==> src/rtl/arm32_pkg.sv <==
// Shared fetch-path constants and types for the ARM32 front end.
package arm32_pkg;

    localparam int ARCH       = 32;
    localparam int INS_BYTES  = 4;
    // Number of low PC bits forced to zero for word alignment.
    localparam int ALIGN_BITS = $clog2(INS_BYTES);

    localparam logic [ARCH-1:0] RESET_PC_DEFAULT = 32'h0000_0000;

    // One buffered instruction together with the byte address it came from.
    typedef struct packed {
        logic [ARCH-1:0] pc;
        logic [ARCH-1:0] ins;
    } fetch_entry_t;

endpackage

==> src/rtl/arm32_fetch_fifo.sv <==
// Small synchronous FIFO holding {pc, instruction} pairs between memory and decode.
module arm32_fetch_fifo #(
    parameter int DEPTH = 4,
    parameter int WIDTH = 64
) (
    input  logic                   clk,
    input  logic                   reset,
    input  logic                   push_i,
    input  logic [WIDTH-1:0]       push_data_i,
    input  logic                   pop_i,
    input  logic                   flush_i,
    output logic [WIDTH-1:0]       head_o,
    output logic [$clog2(DEPTH):0] count_o
);

    localparam int AW = $clog2(DEPTH);

    logic [WIDTH-1:0] mem_q [DEPTH];
    logic [AW-1:0]    wr_q;
    logic [AW-1:0]    rd_q;
    logic [AW:0]      cnt_q;
    logic             do_pop;

    assign do_pop = pop_i && (cnt_q != '0);

    // Pointer and occupancy tracking; flush discards everything at once.
    always_ff @(posedge clk or posedge reset) begin
        if (reset) begin
            wr_q  <= '0;
            rd_q  <= '0;
            cnt_q <= '0;
        end else if (flush_i) begin
            wr_q  <= '0;
            rd_q  <= '0;
            cnt_q <= '0;
        end else begin
            if (push_i) wr_q <= wr_q + AW'(1);
            if (do_pop) rd_q <= rd_q + AW'(1);
            cnt_q <= cnt_q + (AW+1)'(push_i) - (AW+1)'(do_pop);
        end
    end

    // Entry storage; data needs no reset because the head is masked while empty.
    always_ff @(posedge clk) begin
        if (push_i && !flush_i) mem_q[wr_q] <= push_data_i;
    end

    assign head_o  = (cnt_q != '0) ? mem_q[rd_q] : '0;
    assign count_o = cnt_q;

endmodule

==> src/rtl/arm32_fetch_unit.sv <==
// Instruction fetch: PC generation, credit-limited memory requests,
// in-order response capture and redirect with stale-response discard.
module arm32_fetch_unit
    import arm32_pkg::*;
#(
    parameter int              ARCH     = arm32_pkg::ARCH,
    parameter int              DEPTH    = 4,
    parameter logic [ARCH-1:0] RESET_PC = ARCH'(RESET_PC_DEFAULT)
) (
    input  logic            clk,
    input  logic            reset,
    output logic            imem_req,
    output logic [ARCH-1:0] imem_addr,
    input  logic            imem_ready,
    input  logic            imem_rvalid,
    input  logic [ARCH-1:0] imem_rdata,
    input  logic            redirect_valid,
    input  logic [ARCH-1:0] redirect_pc,
    output logic            ins_valid,
    output logic [ARCH-1:0] ins,
    output logic [ARCH-1:0] ins_pc,
    input  logic            ins_ready
);

    localparam int CW = $clog2(DEPTH) + 1;

    logic [ARCH-1:0]   fetch_pc_q, fetch_pc_d;
    logic [ARCH-1:0]   resp_pc_q, resp_pc_d;
    logic [CW-1:0]     out_q, out_d;
    logic [CW-1:0]     drop_q, drop_d;
    logic              run_q;
    logic [CW-1:0]     fifo_count;
    logic [2*ARCH-1:0] fifo_head;
    logic [CW:0]       credit_used;
    logic [ARCH-1:0]   target_pc;
    logic              rsp, accept, push, pop;
    logic              unused_lo_bits;

    // Responses with nothing outstanding are unsolicited and ignored.
    assign rsp         = imem_rvalid && (out_q != '0);
    // Slots already claimed: buffered entries plus live (non-dropped) requests.
    assign credit_used = {1'b0, fifo_count} + {1'b0, out_q} - {1'b0, drop_q};
    assign imem_req    = run_q && !redirect_valid
                         && (credit_used < (CW+1)'(DEPTH))
                         && (out_q < CW'(DEPTH));
    assign imem_addr   = fetch_pc_q;
    assign accept      = imem_req && imem_ready;

    assign target_pc      = {redirect_pc[ARCH-1:ALIGN_BITS], {ALIGN_BITS{1'b0}}};
    assign unused_lo_bits = ^redirect_pc[ALIGN_BITS-1:0];

    assign push      = rsp && (drop_q == '0) && !redirect_valid;
    assign ins_valid = (fifo_count != '0);
    assign pop       = ins_valid && ins_ready && !redirect_valid;
    assign ins_pc    = fifo_head[2*ARCH-1:ARCH];
    assign ins       = fifo_head[ARCH-1:0];

    // Next-state for PCs, outstanding count and drop count; redirect wins.
    always_comb begin
        fetch_pc_d = fetch_pc_q;
        resp_pc_d  = resp_pc_q;
        out_d      = out_q;
        drop_d     = drop_q;
        if (redirect_valid) begin
            fetch_pc_d = target_pc;
            resp_pc_d  = target_pc;
            out_d      = out_q - CW'(rsp);
            drop_d     = out_q - CW'(rsp);
        end else begin
            if (accept) fetch_pc_d = fetch_pc_q + ARCH'(INS_BYTES);
            out_d = out_q + CW'(accept) - CW'(rsp);
            if (rsp) begin
                if (drop_q != '0) drop_d    = drop_q - CW'(1);
                else              resp_pc_d = resp_pc_q + ARCH'(INS_BYTES);
            end
        end
    end

    // Control state registers; run_q holds off requests until reset has released.
    always_ff @(posedge clk or posedge reset) begin
        if (reset) begin
            fetch_pc_q <= RESET_PC;
            resp_pc_q  <= RESET_PC;
            out_q      <= '0;
            drop_q     <= '0;
            run_q      <= 1'b0;
        end else begin
            fetch_pc_q <= fetch_pc_d;
            resp_pc_q  <= resp_pc_d;
            out_q      <= out_d;
            drop_q     <= drop_d;
            run_q      <= 1'b1;
        end
    end

    arm32_fetch_fifo #(
        .DEPTH (DEPTH),
        .WIDTH (2*ARCH)
    ) u_fifo (
        .clk         (clk),
        .reset       (reset),
        .push_i      (push),
        .push_data_i ({resp_pc_q, imem_rdata}),
        .pop_i       (pop),
        .flush_i     (redirect_valid),
        .head_o      (fifo_head),
        .count_o     (fifo_count)
    );

endmodule

==> config.mk <==
export PLATFORM = sky130hd
export DESIGN_NAME = arm32_fetch_unit
export DESIGN_NICKNAME = d
export VERILOG_FILES = /design/src/rtl/arm32_pkg.sv /design/src/rtl/arm32_fetch_fifo.sv /design/src/rtl/arm32_fetch_unit.sv
export SDC_FILE = /design/constraint.sdc
export NUM_CORES = 1
export LEC_CHECK = 0
export CAP_MARGIN = 10
export CORE_MARGIN = 5
export CORE_UTILIZATION = 50
export DETAILED_ROUTE_END_ITERATION = 10
export PLACE_DENSITY = 0.74
export SETUP_SLACK_MARGIN = 0.15
export SKIP_LAST_GASP = 1
export SLEW_MARGIN = 20
export SYNTH_ARGS = -nofsm -noshare
export SYNTH_HDL_FRONTEND = slang
export SYNTH_SLANG_ARGS = --single-unit
==> constraint.sdc <==
create_clock -name clk -period 8.5 [get_ports clk]
set_clock_uncertainty 0.05 [all_clocks]
set_input_delay 1.275 -clock clk [delete_from_list [all_inputs] [get_ports clk]]
set_output_delay 1.275 -clock clk [all_outputs]
set_load 0.1 [all_outputs]
==> flow_summary_export.csv, run 1 <==
group,metric,value,unit
job,maxCapViolCount,0,
timing,final.min_clock_period,5.52,ns
pwr,powerDensity,356,nW/um2
critical_path,crit_arrival,4.20,ns
clock_tree,numClockSinks,322,
final_layout,drive_above_1_share,14.3,%
global_routing,antenna_found_initial,0,
critical_path,path_max_fanout,7,
drt,drtAntennaViolNets,0,
drt,totalWireLength,29000,um
drt,drt-initial-drc-count,553,
floorplanning,initial_core_util,50.3,%
clock_tree,cts_tree,"done",
timing,hold_viol_final,0,
critical_path,crit_family,"buffers and inverters",
clock_tree,clk_pin_slew,0.06,ns
placement,dp_hpwl,18200,um
timing,grt_setup_unrepaired,"no",
clock_tree,htree_levels,2,
drt,wl_per_cell,20.1,um
clock_tree,cts_resized,0,
floorplanning,row_count,61,
critical_path,max_stage_delay,1.22,ns
synthesis,ys_top_cells_by_area,"edfxtp_1, dfrtp_1, mux4_2, and2_1, xor2_1",
synthesis,ys.flop_type,"edfxtp_1",
drt,drtPass1Iterations,4,
synthesis,ys_seq_area_share,67.1,%
critical_path,worstPathRequired,7.17,ns
clock_tree,cts_buffer_depth,3,
global_routing,grt_pass1_wl,45600,um
clock_tree,clkLatencyLatePin,0.50,ns
pwr,leakagePower,5.78,nW
synthesis,ys_async_sr_fraction,23.0,%
final_layout,area_growth,22.5,%
synthesis,yosysWarnings,0,
clock_tree,clock-root-buffer,"clkbuf_16",
clock_tree,cts_made_buffers,34,
placement,dpl_cell_area,15800,um2
critical_path,reg2reg_slack,4.09,ns
placement,portBuffers,161,
floorplanning,dieWidth,176,um
hold_path,min_to,"u_fifo.mem_q[3][63]$_DFFE_PP_",
timing,worstMarginPinSlew,1.06,ns
synthesis,syn_avg_cell_area,15.9,um2
critical_path,path_class,"register to output port",
floorplanning,core,27600,um2
final_layout,fin_cells,1444,
synthesis,synth_edf_count,248,
timing,relSlewSlack,28.9,%
critical_path,cpMostUsedCell,"inv_1",
synthesis,syn_area,13900,um2
critical_path,worst-path-buf-inv,3,
drt,drc,0,
critical_path,r2r-end,"out_q[2]$_DFF_PP0_",
synthesis,yosys.area.top_type,"edfxtp_1",
critical_path,r2r_cells,15,
final_layout,post-route-cell-area,17000,um2
timing,fin_setup_tns,0,ns
placement,dp_cells,1382,
critical_path,end_kind,"output port",
timing,drv_slew,0,
synthesis,synth_cell_types,58,
pwr,ir_drop,0.215,mV
synthesis,synthDominantCellAreaShare,53.8,%
hold_path,hold_class,"register to register",
floorplanning,die_area,31100,um2
final_layout,nFillCells,2018,
floorplanning,die_h,176,um
global_routing,grt_pass1_vias,8088,
timing,period_share,65.0,%
drt,viasPerCell,5.53,
synthesis,ys_ff_latch,322,
critical_path,setup.worst_path.start_class,"register",
global_routing,grt_max_degree,75,
placement,gp_congestion,0.851,
final_layout,fin_nets,1132,
timing,max_freq,0.181,GHz
global_routing,grtUsageTotal,18.6,%
status,status,"completed",
synthesis,syn-instance-count,873,
clock_tree,post_cts_buffers,0,
hold_path,min-delay-start,"resp_pc_q[31]$_DFFE_PP0P_",
timing,setup_viol,0,
global_routing,gr-total-overflow,0,
floorplanning,ios,168,
drt,num_vias,7984,
critical_path,cp_cell_sequence,"inv_1 -> fa_1 -> inv_1 -> ha_1 -> and3b_4 -> nor4_4 -> nor2_1 -> nor4b_1 -> clkdlybuf4s50_1",
critical_path,slowest_stage,"clkdlybuf4s50_1",
clock_tree,hold_buffers,0,
hold_path,min_path_cells,0,
critical_path,worstReg2RegStart,"out_q[1]$_DFF_PP0_",
final_layout,n_antenna_cell,0,
[how the worst max path moves through the flow]
stage,startpoint,end,slack [ns],cells past startpoint
floorplan,out_q[1]$_DFF_PP0_,imem_req,2.15,8
global placement,out_q[1]$_DFF_PP0_,imem_req,3.53,9
detailed placement,out_q[1]$_DFF_PP0_,imem_req,3.54,9
CTS,out_q[1]$_DFF_PP0_,imem_req,2.98,9
global route,out_q[1]$_DFF_PP0_,imem_req,2.81,9
finish,out_q[1]$_DFF_PP0_,imem_req,2.98,9
[where the power goes]
part	internal [mW]	switching, mW
Clock	0.855	0.577
Sequential	1.80	0.146
Combinational	0.740	1.91
Total	3.40	2.64
[logic make-up (layout without fill, tap and decap cells)]
kind of cell | after synthesis | after routing | synth area share, %
flip-flops | 322 | 322 | 67.1
AND/OR/NAND/NOR | 247 | 247 | 10.2
AO/OA/AOI/OAI | 90 | 90 | 4.51
buffers and inverters | 73 | 263 | 2.24
multiplexers | 70 | 70 | 10.7
XOR/XNOR | 48 | 48 | 3.03
adder cells (fa/ha/maj) | 21 | 21 | 2.11
other | 2 | 5 | 0.0542
[flip-flops by register name (all words and copies together) (netlist names)]
register / cells
resp_pc_q: 30
u_fifo.mem_q: 248
drop_q: 3
u_fifo.wr_q: 2
u_fifo.rd_q: 2
run_q: 1
imem_addr: 30
out_q: 3
u_fifo.count_o: 3
[cell usage in the layout (no fill, tap or decap), types with 11 or more instances in the layout]
cell type,n
o21ai_0,22
inv_1,25
nand4_1,19
nand3_1,29
xnor2_1,22
and2_1,67
nor2_1,26
clkdlybuf4s50_1,160
dfrtp_1,72
xor2_1,26
clkbuf_16,35
mux4_2,62
edfxtp_1,248
a21oi_1,11
ha_1,17
buf_4,12
nand2_1,42
[cell type report]
| type | instances | area, um2 | share of cell area (%) |
|---|---|---|---|
| multi-input combinational | 481 | 4270 | 25.2 |
| sequential | 322 | 9300 | 54.8 |
| clock buffer | 47 | 961 | 5.66 |
| clock inverter | 14 | 130 | 0.767 |
| tap | 378 | 473 | 2.79 |
| timing repair buffer | 174 | 1720 | 10.2 |
| inverter | 28 | 105 | 0.619 |
[cells in the mapped netlist (all sizes together), types with 6 or more instances]
| cell | instances |
|---|---|
| or3 | 7 |
| nand2b | 10 |
| clkbuf | 25 |
| nand2 | 42 |
| mux2 | 7 |
| buf | 20 |
| a21boi | 10 |
| mux4 | 62 |
| o31a | 10 |
| and3 | 13 |
| inv | 27 |
| a21oi | 11 |
| dfrtp | 74 |
| edfxtp | 248 |
| xor2 | 26 |
| nand3 | 29 |
| o21ai | 22 |
| and2 | 67 |
| nand4 | 20 |
| nor4 | 10 |
| nor2 | 26 |
| a21o | 6 |
| ha | 17 |
| xnor2 | 22 |
[through the flow]
stage          worst slack, ns  hold WS (ns)  power [mW]  util, %
3_5_place_dp              3.54         0.483        4.66     57.5
6_report                  2.98         0.495        6.03     61.6
2_1_floorplan             2.15         0.445        4.04        -
5_1_grt                   2.81         0.547        6.29     61.6
4_1_cts                   2.98         0.498        6.10     61.5
3_3_place_gp              3.53         0.469        4.63     57.5
[per-layer routing]
layer	share of wire [%]	vias to the layer above	GRT usage, %	routed length [um]
met1	43	4006	26.3	12500
met2	49	282	30.8	14200
met5	0	-	0	0
met3	6.4	36	3.49	1860
li1	-	3660	-	-
met4	1.5	0	3.74	425
Note: power is estimated with default switching activity, not from simulation.
==> run 2, diff against run 1 <==
--- a/config.mk
+++ b/config.mk
@@ -9,7 +9,7 @@
 export CORE_MARGIN = 5
 export CORE_UTILIZATION = 50
 export DETAILED_ROUTE_END_ITERATION = 10
-export PLACE_DENSITY = 0.74
+export PLACE_DENSITY = 0.77
 export SETUP_SLACK_MARGIN = 0.15
 export SKIP_LAST_GASP = 1
 export SLEW_MARGIN = 20
==> constraint.sdc (replaced) <==
create_clock -name clk -period 4.73 [get_ports clk]
set_clock_uncertainty 0.05 [all_clocks]
set_input_delay 0.7095 -clock clk [delete_from_list [all_inputs] [get_ports clk]]
set_output_delay 0.7095 -clock clk [all_outputs]
set_load 0.1 [all_outputs]
==> run 2 against run 1 <==
  * Count of clock-buffer cells in the layout down 6
  * Register-to-register slack worse by 3.1 ns
  * Die area unchanged
  * Global-route usage up 0.57 points
  * Sequential share of layout area down 0.54 points
  * Sequential power up 78%
  * Flip-flop and latch count unchanged
  * Hold slack better by 0.032 ns
  * Clock power up 93%
  * Cell area up 1.0%
  * Total power up 83%
  * Cell count up 0.69%
==> flow_summary_export.csv, run 2 (synthesized netlist as in run 1, its figures left out) <==
group,metric,value,unit
status,status,"completed",
critical_path,end_kind,"output port",
clock_tree,clk_pin_slew,0.06,ns
clock_tree,cts_buffer_depth,3,
critical_path,setup.worst_path.start_class,"register",
clock_tree,htree_levels,2,
timing,fin_setup_tns,0,ns
drt,drt-initial-drc-count,582,
drt,totalWireLength,29900,um
clock_tree,numClockSinks,322,
final_layout,n_antenna_cell,0,
drt,drtAntennaViolNets,0,
placement,dpl_cell_area,16000,um2
timing,worstMarginPinSlew,1.03,ns
pwr,leakagePower,5.91,nW
final_layout,final_cell_mix,"edfxtp_1, clkdlybuf4s50_1, dfrtp_1",
timing,setup_viol,0,
critical_path,worstPathRequired,3.97,ns
final_layout,fin_nets,1142,
floorplanning,core,27600,um2
global_routing,grt_max_degree,58,
final_layout,regMostFlops,"u_fifo.mem_q",
floorplanning,row_count,61,
critical_path,path_max_fanout,25,
global_routing,grt_pass1_vias,8387,
critical_path,r2r_cells,15,
placement,dp_worst_setup_slack,0.995,ns
drt,num_vias,8121,
floorplanning,initial_core_util,50.3,%
drt,drtPass1Iterations,5,
floorplanning,die_h,176,um
global_routing,gr-total-overflow,0,
timing,grt_setup_unrepaired,"no",
pwr,power,11.1,mW
timing,final.min_clock_period,4.01,ns
clock_tree,cts_resized,0,
floorplanning,dieWidth,176,um
global_routing,antenna_found_initial,0,
critical_path,r2r-end,"out_q[2]$_DFF_PP0_",
clock_tree,post_cts_buffers,0,
timing,fin_ws,0.717,ns
timing,relSlewSlack,31.2,%
critical_path,timing.critical_path.to,"ins_pc[25]",
critical_path,crit_arrival,3.25,ns
clock_tree,clkLatencyLatePin,0.50,ns
critical_path,path_class,"register to output port",
drt,drc,0,
placement,portBuffers,161,
clock_tree,hold_buffers,0,
final_layout,drive_above_1_share,17.4,%
final_layout,layout_commonest_cell,"edfxtp_1",
global_routing,grt_pass1_wl,47000,um
placement,dp_hpwl,19200,um
placement,gp_congestion,0.850,
final_layout,largest_register_ffs,248,
global_routing,grtUsageTotal,19.2,%
timing,max_freq,0.249,GHz
clock_tree,cts_made_buffers,35,
job,maxCapViolCount,0,
timing,hold_viol_final,0,
critical_path,crit_start,"u_fifo.rd_q[0]$_DFFE_PP0P_",
floorplanning,ios,168,
final_layout,area_growth,23.7,%
pwr,powerDensity,645,nW/um2
hold_path,min-delay-start,"resp_pc_q[26]$_DFFE_PP0P_",
critical_path,reg2reg_slack,0.99,ns
hold_path,hold_class,"register to register",
critical_path,worstReg2RegStart,"out_q[1]$_DFF_PP0_",
clock_tree,clock-root-buffer,"clkbuf_16",
final_layout,nFillCells,2057,
clock_tree,cts_tree,"done",
pwr,ir_drop,0.315,mV
timing,period_share,84.9,%
timing,drv_slew,0,
final_layout,post-route-cell-area,17100,um2
drt,viasPerCell,5.59,
floorplanning,die_area,31100,um2
drt,wl_per_cell,20.5,um
## run 2: how the worst min path moves through the flow
stage,endpoint,slack (ns),depth (start not counted)
detailed placement,imem_addr[10]$_DFFE_PP0N_,0.51,1
global route,u_fifo.mem_q[0][58]$_DFFE_PP_,0.55,0
floorplan,u_fifo.mem_q[0][63]$_DFFE_PP_,0.45,0
CTS,u_fifo.mem_q[1][63]$_DFFE_PP_,0.52,0
global placement,u_fifo.mem_q[1][63]$_DFFE_PP_,0.48,0
finish,u_fifo.mem_q[0][58]$_DFFE_PP_,0.53,0
## run 2: routing by layer
layer	track usage, %	vias up	part of all wire [%]
met2	31.5	240	48
met5	0	-	0
li1	-	3693	-
met4	4.58	0	1.9
met3	3.36	47	5.5
met1	27.2	4141	44
## run 2: layout make-up
type | count | area (um2) | area share, %
clock inverters | 21 | 267 | 1.56
clock buffers | 41 | 908 | 5.30
well taps | 378 | 473 | 2.76
multi-input cells | 481 | 4280 | 24.9
flip-flops and latches | 322 | 9300 | 54.3
inverters | 28 | 105 | 0.613
repair buffers | 183 | 1800 | 10.5
## run 2: metrics by stage
stage          hold slack, ns  std cells  util, %
2_1_floorplan           0.445        876        -
3_3_place_gp            0.478       1392     57.9
3_5_place_dp            0.511       1392     57.9
4_1_cts                 0.523       1454     62.2
5_1_grt                 0.550       1454     62.2
6_report                0.527       1454     62.2
## run 2: worst max-delay path, stage by stage (launching register included)
cell,delay (ns)
dfrtp_4,0.76
buf_4,0.32
mux4_2,0.52
and2_1,0.17
clkdlybuf4s50_1,0.99
## run 2: report_power, final
part / internal [mW] / total (mW) / switching [mW]
clock: 1.71 / 2.76 / 1.05
sequential: 3.24 / 3.47 / 0.235
combinational: 1.33 / 4.83 / 3.50
==> variant 1: new RTL, config.mk and constraints of run 2 <==
`ARCH`: 32 -> 16.
--- a/src/rtl/arm32_pkg.sv
+++ b/src/rtl/arm32_pkg.sv
@@ -1,7 +1,7 @@
 // Shared fetch-path constants and types for the ARM32 front end.
 package arm32_pkg;
 
-    localparam int ARCH       = 32;
+    localparam int ARCH       = 16;
     localparam int INS_BYTES  = 4;
     // Number of low PC bits forced to zero for word alignment.
     localparam int ALIGN_BITS = $clog2(INS_BYTES);
Ports: changed (5 resized); port bits go from 168 to 88. No check against the original RTL was run, so the function may have changed too.
==> variant 1 against run 2 <==
Count of clock-buffer cells in the layout decreased by 21. Largest cell class unchanged. Routed wire length decreased by 49%. Design area decreased by 48%. Utilization decreased by 0.43 points. Power decreased by 50%. Setup slack improved by 0.015 ns. Area after synthesis decreased by 47%. Combinational power decreased by 51%. Register-to-register slack got worse by 0.26 ns. Sequential cell count decreased by 160.
==> variant 1: results (changes against run 2) <==
vias in the first global route: 4,734 (was 8,387)
detailed router's first-iteration violation count: 343 (was 582)
Setup crit start: out_q[1] (was u_fifo.rd_q[0])
post-DP HPWL: 9860 um (was 19,200 um)
htree depth: 4 (was 2)
top cells by area, synth: edfxtp_1 (49%), dfrtp_1 (14%), mux4_2 (9.2%), and2_1 (3.1%), ha_1 (2.9%) (was edfxtp_1 (54%), dfrtp_1 (13%), mux4_2 (10%), and2_1 (3.0%), xor2_1 (1.6%))
Total GRT Usage: 17.9% (was 19.2%)
status: finished clean (unchanged)
flop2flop setup slack: 0.73 ns (was 0.99 ns)
leak pwr: 3.23 nW (was 5.91 nW)
register area share after synthesis: 63.4% (was 67.1%)
Max IR drop VDD: 0.000336 V (was 0.000315 V)
Critical Path AT: 4.29 ns (was 3.25 ns)
GRT met2 Usage: 29.1% (was 31.5%)
largest net degree at the start of global routing: 43 (was 58)
port bufs: 81 (was 161)
Slew HR: 34.4% (was 31.2%)
WL met2: 7570 um (was 14,400 um)
Reg2Reg Depth: 14 (was 15)
Post-synth EDFFs: 120 (was 248)
top cell family by delay on the critical path: adder cells (was buffers and inverters)
FILL cells: 1,069 (was 2,057)
first-pass GRT wire length: 24,600 um (was 47,000 um)
via/cell ratio: 5.79 (was 5.59)
Yosys cell types: 52 (was 58)
CP peak stage delay: 0.66 ns (was 0.99 ns)
CTS max path bufs: 2 (was 3)
max FFs per register: 120 (was 248)
Net count, final: 650 (was 1,142)
met1 Usage GRT: 24.0% (was 27.2%)
Metal-1 WL: 6740 um (was 13,200 um)
met3 WL: 811 um (was 1640 um)
share of layout cells above drive strength 1: 17.5% (was 17.4%)
CP max stage cell: nor4_1 (was clkdlybuf4s50_1)
routed len/inst: 19.4 um (was 20.5 um)
CTS buffer count: 17 (was 35)
Net Sw Frac: 43.2% (about the same)
Min-Delay Startpoint: resp_pc_q[8] (was resp_pc_q[26])
clock latency on the worst-skew pair: 0.42 ns (was 0.50 ns)
Async SR Flop Fraction: 25.9% (was 23.0%)
==> variant 1: cell count changes in the layout (fill, tap and decap cells not counted), moves of 18 or more <==
cell             delta
clkbuf_16          -18
dfrtp_1            -31
nand3_1            -18
nand2_1            -26
mux4_2             -32
xor2_1             -21
and2_1             -31
edfxtp_1          -128
clkdlybuf4s50_1    -83
==> variant 1: logic make-up after synthesis <==
logic type               synth area share, %
AO/OA/AOI/OAI                           6.91
AND/OR/NAND/NOR                         10.3
adder cells (fa/ha/maj)                 3.99
flip-flops                              63.4
buffers and inverters                   3.64
XOR/XNOR                                1.79
other                                  0.102
multiplexers                            9.88
==> variant 1: layout make-up <==
class / count / area share [%]
tap: 184 / 2.57
clock inverter: 12 / 1.72
clock buffer: 20 / 5.00
timing repair buffer: 93 / 9.91
inverter: 34 / 1.43
multi-input combinational: 283 / 27.3
sequential: 162 / 52.1
==> variant 1: power groups by stage <==
stage	clock [mW]	sequential, mW	combinational (mW)
after CTS	1.41	1.77	2.41
after floorplan	0	1.85	1.82
after detailed placement	0	1.80	2.40
final	1.39	1.77	2.39
after global routing	1.47	1.79	2.54
after global placement	0	1.79	2.36
==> variant 1: through the flow <==
stage	area, sq um	std cells	hold WS, ns
final	8940	788	0.544
after global routing	8940	788	0.575
after detailed placement	8340	756	0.518
after CTS	8940	788	0.536
after global placement	8340	756	0.507
after floorplan	7360	509	0.452
==> variant 1: worst max-delay path by stage <==
| stage | to | slack [ns] | cells past startpoint |
|---|---|---|---|
| after floorplan | out_q[2] | 1.08 | 15 |
| after global placement | out_q[2] | 0.86 | 14 |
| after detailed placement | out_q[2] | 0.78 | 14 |
| after CTS | out_q[2] | 0.75 | 14 |
| after global routing | out_q[2] | 0.45 | 14 |
| final | out_q[2] | 0.73 | 14 |
==> variant 2: new RTL, config.mk and constraints of run 2 <==
Without the edit above. Reset style: synchronous (`reset`), changed in 2 clocked blocks.
--- a/src/rtl/arm32_fetch_fifo.sv
+++ b/src/rtl/arm32_fetch_fifo.sv
@@ -24,7 +24,7 @@
     assign do_pop = pop_i && (cnt_q != '0);
 
     // Pointer and occupancy tracking; flush discards everything at once.
-    always_ff @(posedge clk or posedge reset) begin
+    always_ff @(posedge clk) begin
         if (reset) begin
             wr_q  <= '0;
             rd_q  <= '0;
--- a/src/rtl/arm32_fetch_unit.sv
+++ b/src/rtl/arm32_fetch_unit.sv
@@ -77,7 +77,7 @@
     end
 
     // Control state registers; run_q holds off requests until reset has released.
-    always_ff @(posedge clk or posedge reset) begin
+    always_ff @(posedge clk) begin
         if (reset) begin
             fetch_pc_q <= RESET_PC;
             resp_pc_q  <= RESET_PC;
Function: differs if reset is asserted again (counterexample within 4 cycles, from zero or initial values and one cycle with reset high); with reset held inactive, the same outputs for 4 cycles.
==> variant 2 against run 2 <==
Design area fell by 1.4%. Register-to-register slack got worse by 0.18 ns. Utilization fell by 1.0 points. Cell count up 4.0%. Sequential cell count up 2. Area after synthesis grew 0.39%. Setup slack worse by 0.18 ns. Global-route usage shrank 0.44 points. Routed wire length shrank 1.1%. Largest cell class unchanged.
Power is not compared: it rests on default switching activity, and its combinational part moved more than twofold at a synthesized area within 25%.
==> variant 2: results (changes against run 2) <==
clk_buf instances: 37 (was 41)
non-clock buffer area fraction after layout: 10.1% (was 10.5%)
max FFs per register: 248 (unchanged)
Total GRT Usage: 18.8% (was 19.2%)
DP Worst Slack: 0.830 ns (was 0.995 ns)
met3 WL: 2420 um (was 1640 um)
Worst-Margin Slew: 1.08 ns (was 1.03 ns)
WL met2: 13,300 um (was 14,400 um)
clock latency on the worst-skew pair: 0.55 ns (was 0.50 ns)
Net count, final: 1,200 (was 1,142)
Detailed Route WL: 29,500 um (was 29,900 um)
CP endpoint: imem_req (was ins_pc[25])
met1 Usage GRT: 28.3% (was 27.2%)
post-DP HPWL: 18,900 um (was 19,200 um)
Comb. pwr: 1.41 mW
synth cell count leaders: edfxtp_1 (248), dfxtp_1 (76), nor2b_1 (66) (was edfxtp_1 (248), dfrtp_1 (74), and2_1 (67))
status: finished clean (unchanged)
Async SR Flop Fraction: 0% (was 23.0%)
dpl cells: 1,454 (was 1,392)
Syn Inst Count: 954 (was 873)
Vias: 8,618 (was 8,121)
GPL Wtd Cong: 0.868 (was 0.850)
share of layout cells above drive strength 1: 15.8% (was 17.4%)
nonclk inv count: 26 (was 28)
FILL cells: 2,117 (was 2,057)
Clock buf/inv share: 6.06% (was 6.86%)
top cells by area, synth: edfxtp_1 (54%), dfxtp_1 (11%), mux4_2 (10%), nor2b_1 (3.0%), xor2_1 (1.6%) (was edfxtp_1 (54%), dfrtp_1 (13%), mux4_2 (10%), and2_1 (3.0%), xor2_1 (1.6%))
Metal-1 WL: 13,400 um (was 13,200 um)
Multi-Input Combinational: 550 (was 481)
DP Area: 15,900 sq um (was 16,000 sq um)
Non-clock buffers: 176 (was 183)
Critical Path AT: 3.44 ns (was 3.25 ns)
Yosys cell types: 61 (was 58)
register area share after synthesis: 64.5% (was 67.1%)
flop2flop setup slack: 0.81 ns (was 0.99 ns)
Min-Delay Startpoint: u_fifo.rd_q[1] (was resp_pc_q[26])
leak pwr: 5.49 nW
flops & latches, synth: 324 (was 322)
Core Util, Final: 61.2% (was 62.2%)
htree depth: 1 (was 2)
postcts setup bufs: 0 (unchanged)
syn avg cell area: 14.6 sq um (was 15.9 sq um)
reg2reg start: out_q[1] (unchanged)
CTS buffer count: 31 (was 35)
R2R Path End: out_q[2] (unchanged)
detailed router's first-iteration violation count: 696 (was 582)
Final period util: 88.7% (was 84.9%)
vias in the first global route: 8,515 (was 8,387)
drt pass-1 iters: 4 (was 5)
Max FO, Critical Path: 5 (was 25)
largest net degree at the start of global routing: 64 (was 58)
Reg2Reg Depth: 16 (was 15)
## variant 2: worst max-delay path, cell delays in order, from the launching register on
cell and delay [ns]:
dfxtp_1 0.39, inv_1 0.13, fa_1 0.56, inv_1 0.04, ha_1 0.29, and3b_4 0.19
or4_4 0.53, a21boi_1 0.51, buf_12 0.25
## variant 2: kinds of logic (layout without fill, tap and decap cells)
kind of cell | after synthesis | in the layout | share of synthesized area [%]
adders and majority gates | 21 | 21 | 2.11
buffers and inverters | 83 | 260 | 2.41
other | 1 | 4 | 0.0270
DFF | 324 | 324 | 64.5
xor gates and xnor gates | 42 | 42 | 2.64
and+or+nand+nor | 297 | 297 | 11.9
muxes | 65 | 65 | 10.3
AOI/OAI and AO/OA | 121 | 121 | 6.22
## variant 2: worst min path at each step
stage                               end  slack [ns]  depth (start not counted)
floorplan           u_fifo.mem_q[0][63]        0.42                          0
global placement               register        0.46                          2
detailed placement             register        0.46                          2
CTS                            register        0.49                          2
global route              imem_addr[31]        0.52                          2
finish                         register        0.48                          2
